--- config.mk ---
export PLATFORM = sky130hd
export DESIGN_NAME = sram_1rw_host_ctrl
export DESIGN_NICKNAME = d
export VERILOG_FILES = /design/src/rtl/sram_1rw_host_ctrl.sv
export SDC_FILE = /design/constraint.sdc
export NUM_CORES = 1
export LEC_CHECK = 0
export ABC_AREA = 1
export ABC_CLOCK_PERIOD_IN_PS = 3700
export BUFFER_PORTS_ARGS = -buffer_cell sky130_fd_sc_hd__buf_2
export CORE_MARGIN = 2
export CORE_UTILIZATION = 50
export CTS_CLUSTER_SIZE = 28
export DETAILED_ROUTE_END_ITERATION = 8
export GPL_ROUTABILITY_DRIVEN = 0
export PLACE_DENSITY = 0.82
export SLEW_MARGIN = 15
export SYNTH_ARGS = -nofsm -noshare
export SYNTH_HDL_FRONTEND = slang
export SYNTH_SLANG_ARGS = --single-unit
--- constraint.sdc ---
create_clock -name clk -period 3.7 [get_ports clk]
set_clock_uncertainty 0.1 [all_clocks]
set_input_delay 0 -clock clk [delete_from_list [all_inputs] [get_ports clk]]
set_output_delay 0 -clock clk [all_outputs]
set_load 0.02 [all_outputs]
--- src/rtl/sram_1rw_host_ctrl.sv ---
// Host-side sequencer for a single-port 1RW OpenRAM macro: one request at a time,
// registered strobes, read capture after RD_WAIT cycles with OEb low.
module sram_1rw_host_ctrl #(
  parameter int DATA_WIDTH = 8,
  parameter int ADDR_WIDTH = 8,
  parameter int RD_WAIT    = 1
) (
  input  logic                  clk,
  input  logic                  rstb,
  input  logic                  req_valid,
  output logic                  req_ready,
  input  logic                  req_we,
  input  logic [ADDR_WIDTH-1:0] req_addr,
  input  logic [DATA_WIDTH-1:0] req_wdata,
  output logic                  rsp_valid,
  output logic [DATA_WIDTH-1:0] rsp_rdata,
  output logic [ADDR_WIDTH-1:0] sram_addr,
  output logic                  sram_csb,
  output logic                  sram_web,
  output logic                  sram_oeb,
  output logic [DATA_WIDTH-1:0] sram_data_o,
  output logic                  sram_data_oe,
  input  logic [DATA_WIDTH-1:0] sram_data_i
);

  typedef enum logic [1:0] {IDLE, WR, RD, RDWAIT} state_t;

  typedef struct packed {
    logic                  csb;
    logic                  web;
    logic                  oeb;
    logic                  data_oe;
    logic                  ready;
  } strobe_t;

  state_t     state_q, state_d;
  logic [3:0] cnt_q, cnt_d;
  logic       accept, capture;
  strobe_t    strb_d;

  assign accept = (state_q == IDLE) && req_valid;

  always_comb begin
    state_d = state_q;
    cnt_d   = cnt_q;
    capture = 1'b0;
    case (state_q)
      IDLE:    if (req_valid) state_d = req_we ? WR : RD;
      WR:      state_d = IDLE;
      RD: begin
        state_d = RDWAIT;
        cnt_d   = 4'(RD_WAIT - 1);
      end
      RDWAIT: begin
        if (cnt_q != 4'd0) begin
          cnt_d = cnt_q - 4'd1;
        end else begin
          capture = 1'b1;
          state_d = IDLE;
        end
      end
      default: state_d = IDLE;
    endcase
  end

  // Strobes are decoded from the next state so every pin comes straight off a flop.
  always_comb begin
    strb_d         = '{csb: 1'b1, web: 1'b1, oeb: 1'b1, data_oe: 1'b0, ready: 1'b0};
    case (state_d)
      IDLE:    strb_d.ready = 1'b1;
      WR: begin
        strb_d.csb     = 1'b0;
        strb_d.web     = 1'b0;
        strb_d.data_oe = 1'b1;
      end
      RD:      strb_d.csb = 1'b0;
      RDWAIT: begin
        strb_d.csb = 1'b0;
        strb_d.oeb = 1'b0;
      end
      default: strb_d.ready = 1'b1;
    endcase
  end

  always_ff @(posedge clk or negedge rstb) begin
    if (!rstb) begin
      state_q      <= IDLE;
      cnt_q        <= '0;
      req_ready    <= 1'b0;
      sram_csb     <= 1'b1;
      sram_web     <= 1'b1;
      sram_oeb     <= 1'b1;
      sram_data_oe <= 1'b0;
      rsp_valid    <= 1'b0;
      rsp_rdata    <= '0;
      sram_addr    <= '0;
      sram_data_o  <= '0;
    end else begin
      state_q      <= state_d;
      cnt_q        <= cnt_d;
      req_ready    <= strb_d.ready;
      sram_csb     <= strb_d.csb;
      sram_web     <= strb_d.web;
      sram_oeb     <= strb_d.oeb;
      sram_data_oe <= strb_d.data_oe;
      rsp_valid    <= capture;
      if (capture) rsp_rdata <= sram_data_i;
      if (accept) begin
        sram_addr   <= req_addr;
        sram_data_o <= req_wdata;
      end
    end
  end

endmodule

# Yosys cells after proc, flatten, opt, wreduce, memory -nomap -nowiden
# Cells that the tools add are included.
# classes
n_addsub,1
reduce_logical,7
muxes,13
eq_ne,7
# ops
cell,count
$eq A2 B2 Y1 const B,4
$pmux W2 S4,1
$pmux W4 S2,1
$mux W1,7
$mux W2,3
$eq A2 B1 Y1 const B,2
$logic_not A2 Y1,2
$mux W4,1
$reduce_bool A4 Y1,1
$sub A4 B1 Y4 const B,1
$reduce_or A3 Y1,1
$ne A2 B2 Y1 const B,1
$reduce_and A2 Y1,1
$reduce_bool A2 Y1,1
$logic_and A1 B1 Y1,1
# word_totals
ff_bits,36
out_inout_bits,30
word_cells,39
in_bits,28

# Depth between registers and ports, before layout
# depth
depth_word,6
ltp_mapped,6
ltp_nobuf,6

# Worst setup path before layout
# Ideal clock, no wire load.
# synth_timing
path_kind,flip-flop to flip-flop
startpoint,reg cnt_q[0]
endpoint,reg rsp_rdata[0]
setup_ns,0.123
path_buffers,0
t_arrival_ns,1.051
path_stages_with_launch,6
path_slack_ns,2.426
required_ns,3.477
synth_period_minus_slack_ns,1.274
path_cell_list,dfrtp_1 inv_1 ha_1 nand2_2 o21ai_0 nand2_1
# synth_via
elab_chain_cells,3
# synth_rtl
element,line,source
start: declaration,37,"logic [3:0] cnt_q, cnt_d;"
start signal: assignment,100,cnt_q <= cnt_d;
$reduce_bool A4 Y1,55,if (cnt_q != 4'd0) begin
$mux W1,55,
$mux W1,47,case (state_q)
end signal: assignment,107,if (capture) rsp_rdata <= sram_data_i;
end: declaration,16,"output logic [DATA_WIDTH-1:0] rsp_rdata,"
# No other way between the ends.
# A chain may end at the register's enable or synchronous reset.

# Worst setup path in the final report
# layout_timing
startpoint,reg cnt_q[0]
endpoint,reg state_q[1]
# layout_via
elab_chain_cells,3
# layout_rtl
element,line,source
$reduce_bool A4 Y1,55,
$mux W2,55,
$pmux W2 S4,47,
net state_d[1],36,"state_t state_q, state_d;"
end signal: assignment,99,state_q <= state_d;
end: declaration,36,
# The timed path passes the listed nets, and every way through them passes these cells.

==> flow_metrics.env <==
export IMPL_status="finished, final reports clean"
export IMPL_tightest_slew_ns=0.7684
export IMPL_hpwl_um=1975
export IMPL_syn_cell_area_um2=1428
export IMPL_arrival_ns=2.09
export IMPL_rrSetupSlack_ns=1.72
export IMPL_r2r_end="state_q[1]"
export IMPL_power_leakage_nw=1.228
export IMPL_synth_mux_area_share_pct=0
export IMPL_drt_iter0_markers=68
export IMPL_antenna_found_initial=0
export IMPL_drive_gt1_share_pct=29.30
export IMPL_die_area_um2=3299
export IMPL_path_max_fanout=7
export IMPL_most_common_layout_cells="nand2_1 (81), buf_2 (57), dlygate4sd3_1 (43)"
export IMPL_hp_class="primary input to flip-flop"
export IMPL_crit_start="cnt_q[0]"
export IMPL_grt_pass1_vias=1475
export IMPL_finalSetupViolCount=0
export IMPL_fin_tns_setup_ns=0
export IMPL_finalInstanceArea_um2=2240
export IMPL_syn_nets=180
export IMPL_cts_tree="yes"
export IMPL_clock_fmax_mhz=505.4
export IMPL_numCtsBuffers=5
export IMPL_instances_no_fill=287
export IMPL_synthSimpleGateAreaFrac_pct=26.82
export IMPL_fillers=154
export IMPL_drv_slew=0
export IMPL_period_minus_slack_ns=1.979
export IMPL_clkLatencyLatePin_ns=0.33
export IMPL_crit_end="state_q[1]"
export IMPL_placed_cells=236
export IMPL_first_pass_iters=4
export IMPL_synth_xor_xnor_area_share_pct=0.6135
export IMPL_synthAdderAreaFrac_pct=1.753
export IMPL_clk_pin_slew_worst_paths_ns=0.09
export IMPL_synth_top_area_share_pct=57.84
export IMPL_fin_nets=285
export IMPL_yosysSeqAreaShare_pct=63.37
export IMPL_power_per_cell_area_nw_per_um2=761.6
export IMPL_ir_drop_uv=675.5
export IMPL_crit_required_ns=3.81
export IMPL_r2r_cells=6
export IMPL_synth_top_family_by_area="simple AND/OR/NAND/NOR gates"
export IMPL_area_growth_pct=56.88
export IMPL_maxCapViolations=0
export IMPL_clockRootBuffer="clkbuf_4"
export IMPL_coreArea_um2=2734
export IMPL_mostFrequentLayoutCell="nand2_1"
export IMPL_endpoint_kind="flip-flop"
export IMPL_postPlaceCellArea_um2=1733
export IMPL_slew_headroom_pct=48.77
export IMPL_synth_area_top_cells="dfrtp_1 (58%), nand2_1 (21%), dfstp_2 (5.5%), ha_1 (1.8%), o21ai_1 (1.8%)"
export IMPL_synth_compound_gate_area_share_pct=4.119
export IMPL_yosysTopAreaCell="dfrtp_1"
export IMPL_num_rows=19
export IMPL_syn_avg_cell_area_um2=9.517
export IMPL_syn_inst=150
export IMPL_critical_path_class="flip-flop to flip-flop"
export IMPL_ys_types=20
export IMPL_clock_sinks=36
export IMPL_startpoint_type="flip-flop"
export IMPL_diodes=0
export IMPL_grt_pass1_wl_um=6417
export IMPL_start_util_pct=52.22
export IMPL_grt_ovfl_total=0
export IMPL_fin_crit_sh_pct=53.47
export IMPL_drc=0
export IMPL_ys_seq_elements=36
export IMPL_rsz0062_at_grt="false"
export IMPL_die_y_um=57.44
export IMPL_fp_dieW_um=57.44
export IMPL_track_usage_pct=26.07
export IMPL_r2r_start="cnt_q[0]"
export IMPL_wire_per_inst_um=13.52
export IMPL_wirelength_um=3881
export IMPL_ys_warn_count=0
export IMPL_final_hold_viol_count=0
export IMPL_io_pins=58
export IMPL_grt_max_degree=37
export IMPL_vias=1389
export IMPL_via_per_inst=4.840
export IMPL_cts_max_level=2
export IMPL_ctsLongestPathBuffers=2
export IMPL_final_antenna_net_count=0
export IMPL_io_buffers=57
## synthesized netlist by cell type, drive strengths merged
master and count:
a21oi 2, dfrtp 33, o21ai 9, dfstp 3, nand2 84, buf 2
ha 2, nor2 5, inv 7, xor2 1, nand3 2
## worst min path at each step
stage	start	endpoint	slack [ns]	cells after the start
after global placement	rstb	rsp_valid	0.01	1
final	req_valid	sram_data_oe	0.03	3
after floorplan	rstb	cnt_q[0]	-0.40	0
after global routing	req_valid	sram_data_oe	0.03	3
after CTS	req_valid	sram_data_oe	0.001	3
after detailed placement	rstb	rsp_valid	0.01	1
## through the flow
step           util (%)  setup WS (ns)  hold slack, ns  total power, mW
6_report          81.92          1.721         0.02755            1.706
2_1_floorplan         -          2.426         -0.3956            1.044
4_1_cts           81.92          1.739        0.001039            1.681
3_3_place_gp      63.39          2.343         0.01311            1.240
5_1_grt           81.92          1.583         0.03072            1.810
3_5_place_dp      63.39          2.255         0.01268            1.255
## kinds of logic after synthesis
family / Yosys count
and+or+nand+nor: 91
buffers and inverters: 9
DFF: 36
xor gates and xnor gates: 1
adders and majority gates: 2
AOI/OAI and AO/OA: 11
## layer usage
layer	GRT usage [%]	share of wire [%]	vias to the layer above
met4	14.62	3.3	0
met5	0	0	-
met2	46.59	53	59
met1	28.83	39	645
met3	4.762	4.3	14
li1	-	-	671
## flip-flops by register name (all words and copies together) (netlist names)
| name | count |
|---|---|
| rsp_rdata | 8 |
| sram_web | 1 |
| sram_oeb | 1 |
| sram_data_o | 8 |
| cnt_q | 4 |
| rsp_valid | 1 |
| req_ready | 1 |
| state_q | 2 |
| sram_csb | 1 |
| sram_data_oe | 1 |
| sram_addr | 8 |
## repair_timing
item                      4_1_cts  5_1_grt
hold buffers                   43        0
hold endpoints to repair       61        0
buffers inserted                0        0
gates resized for setup         0        0
## area by class of cell
class | count | area, µm² | share of cell area [%]
flip-flops and latches | 36 | 904.6 | 40.39
clock inverters | 2 | 35.03 | 1.564
multi-input cells | 105 | 475.5 | 21.23
well taps | 31 | 38.79 | 1.732
repair buffers | 100 | 715.7 | 31.96
inverters | 7 | 28.78 | 1.285
clock buffers | 6 | 41.29 | 1.844
## critical path: stages (launching register included)
cell	delay [ns]
dfrtp_1	0.39
inv_1	0.13
ha_1	0.25
nand3_1	0.12
nand2_1	0.21
o21ai_1	0.10
dlygate4sd3_1	0.56
## power breakdown
group | switching [mW] | total (mW) | internal [mW]
registers | 0.0882 | 0.648 | 0.560
clock network | 0.120 | 0.262 | 0.142
logic | 0.459 | 0.796 | 0.336
total | 0.668 | 1.71 | 1.04
No activity file was read; power rests on OpenSTA's default activity.
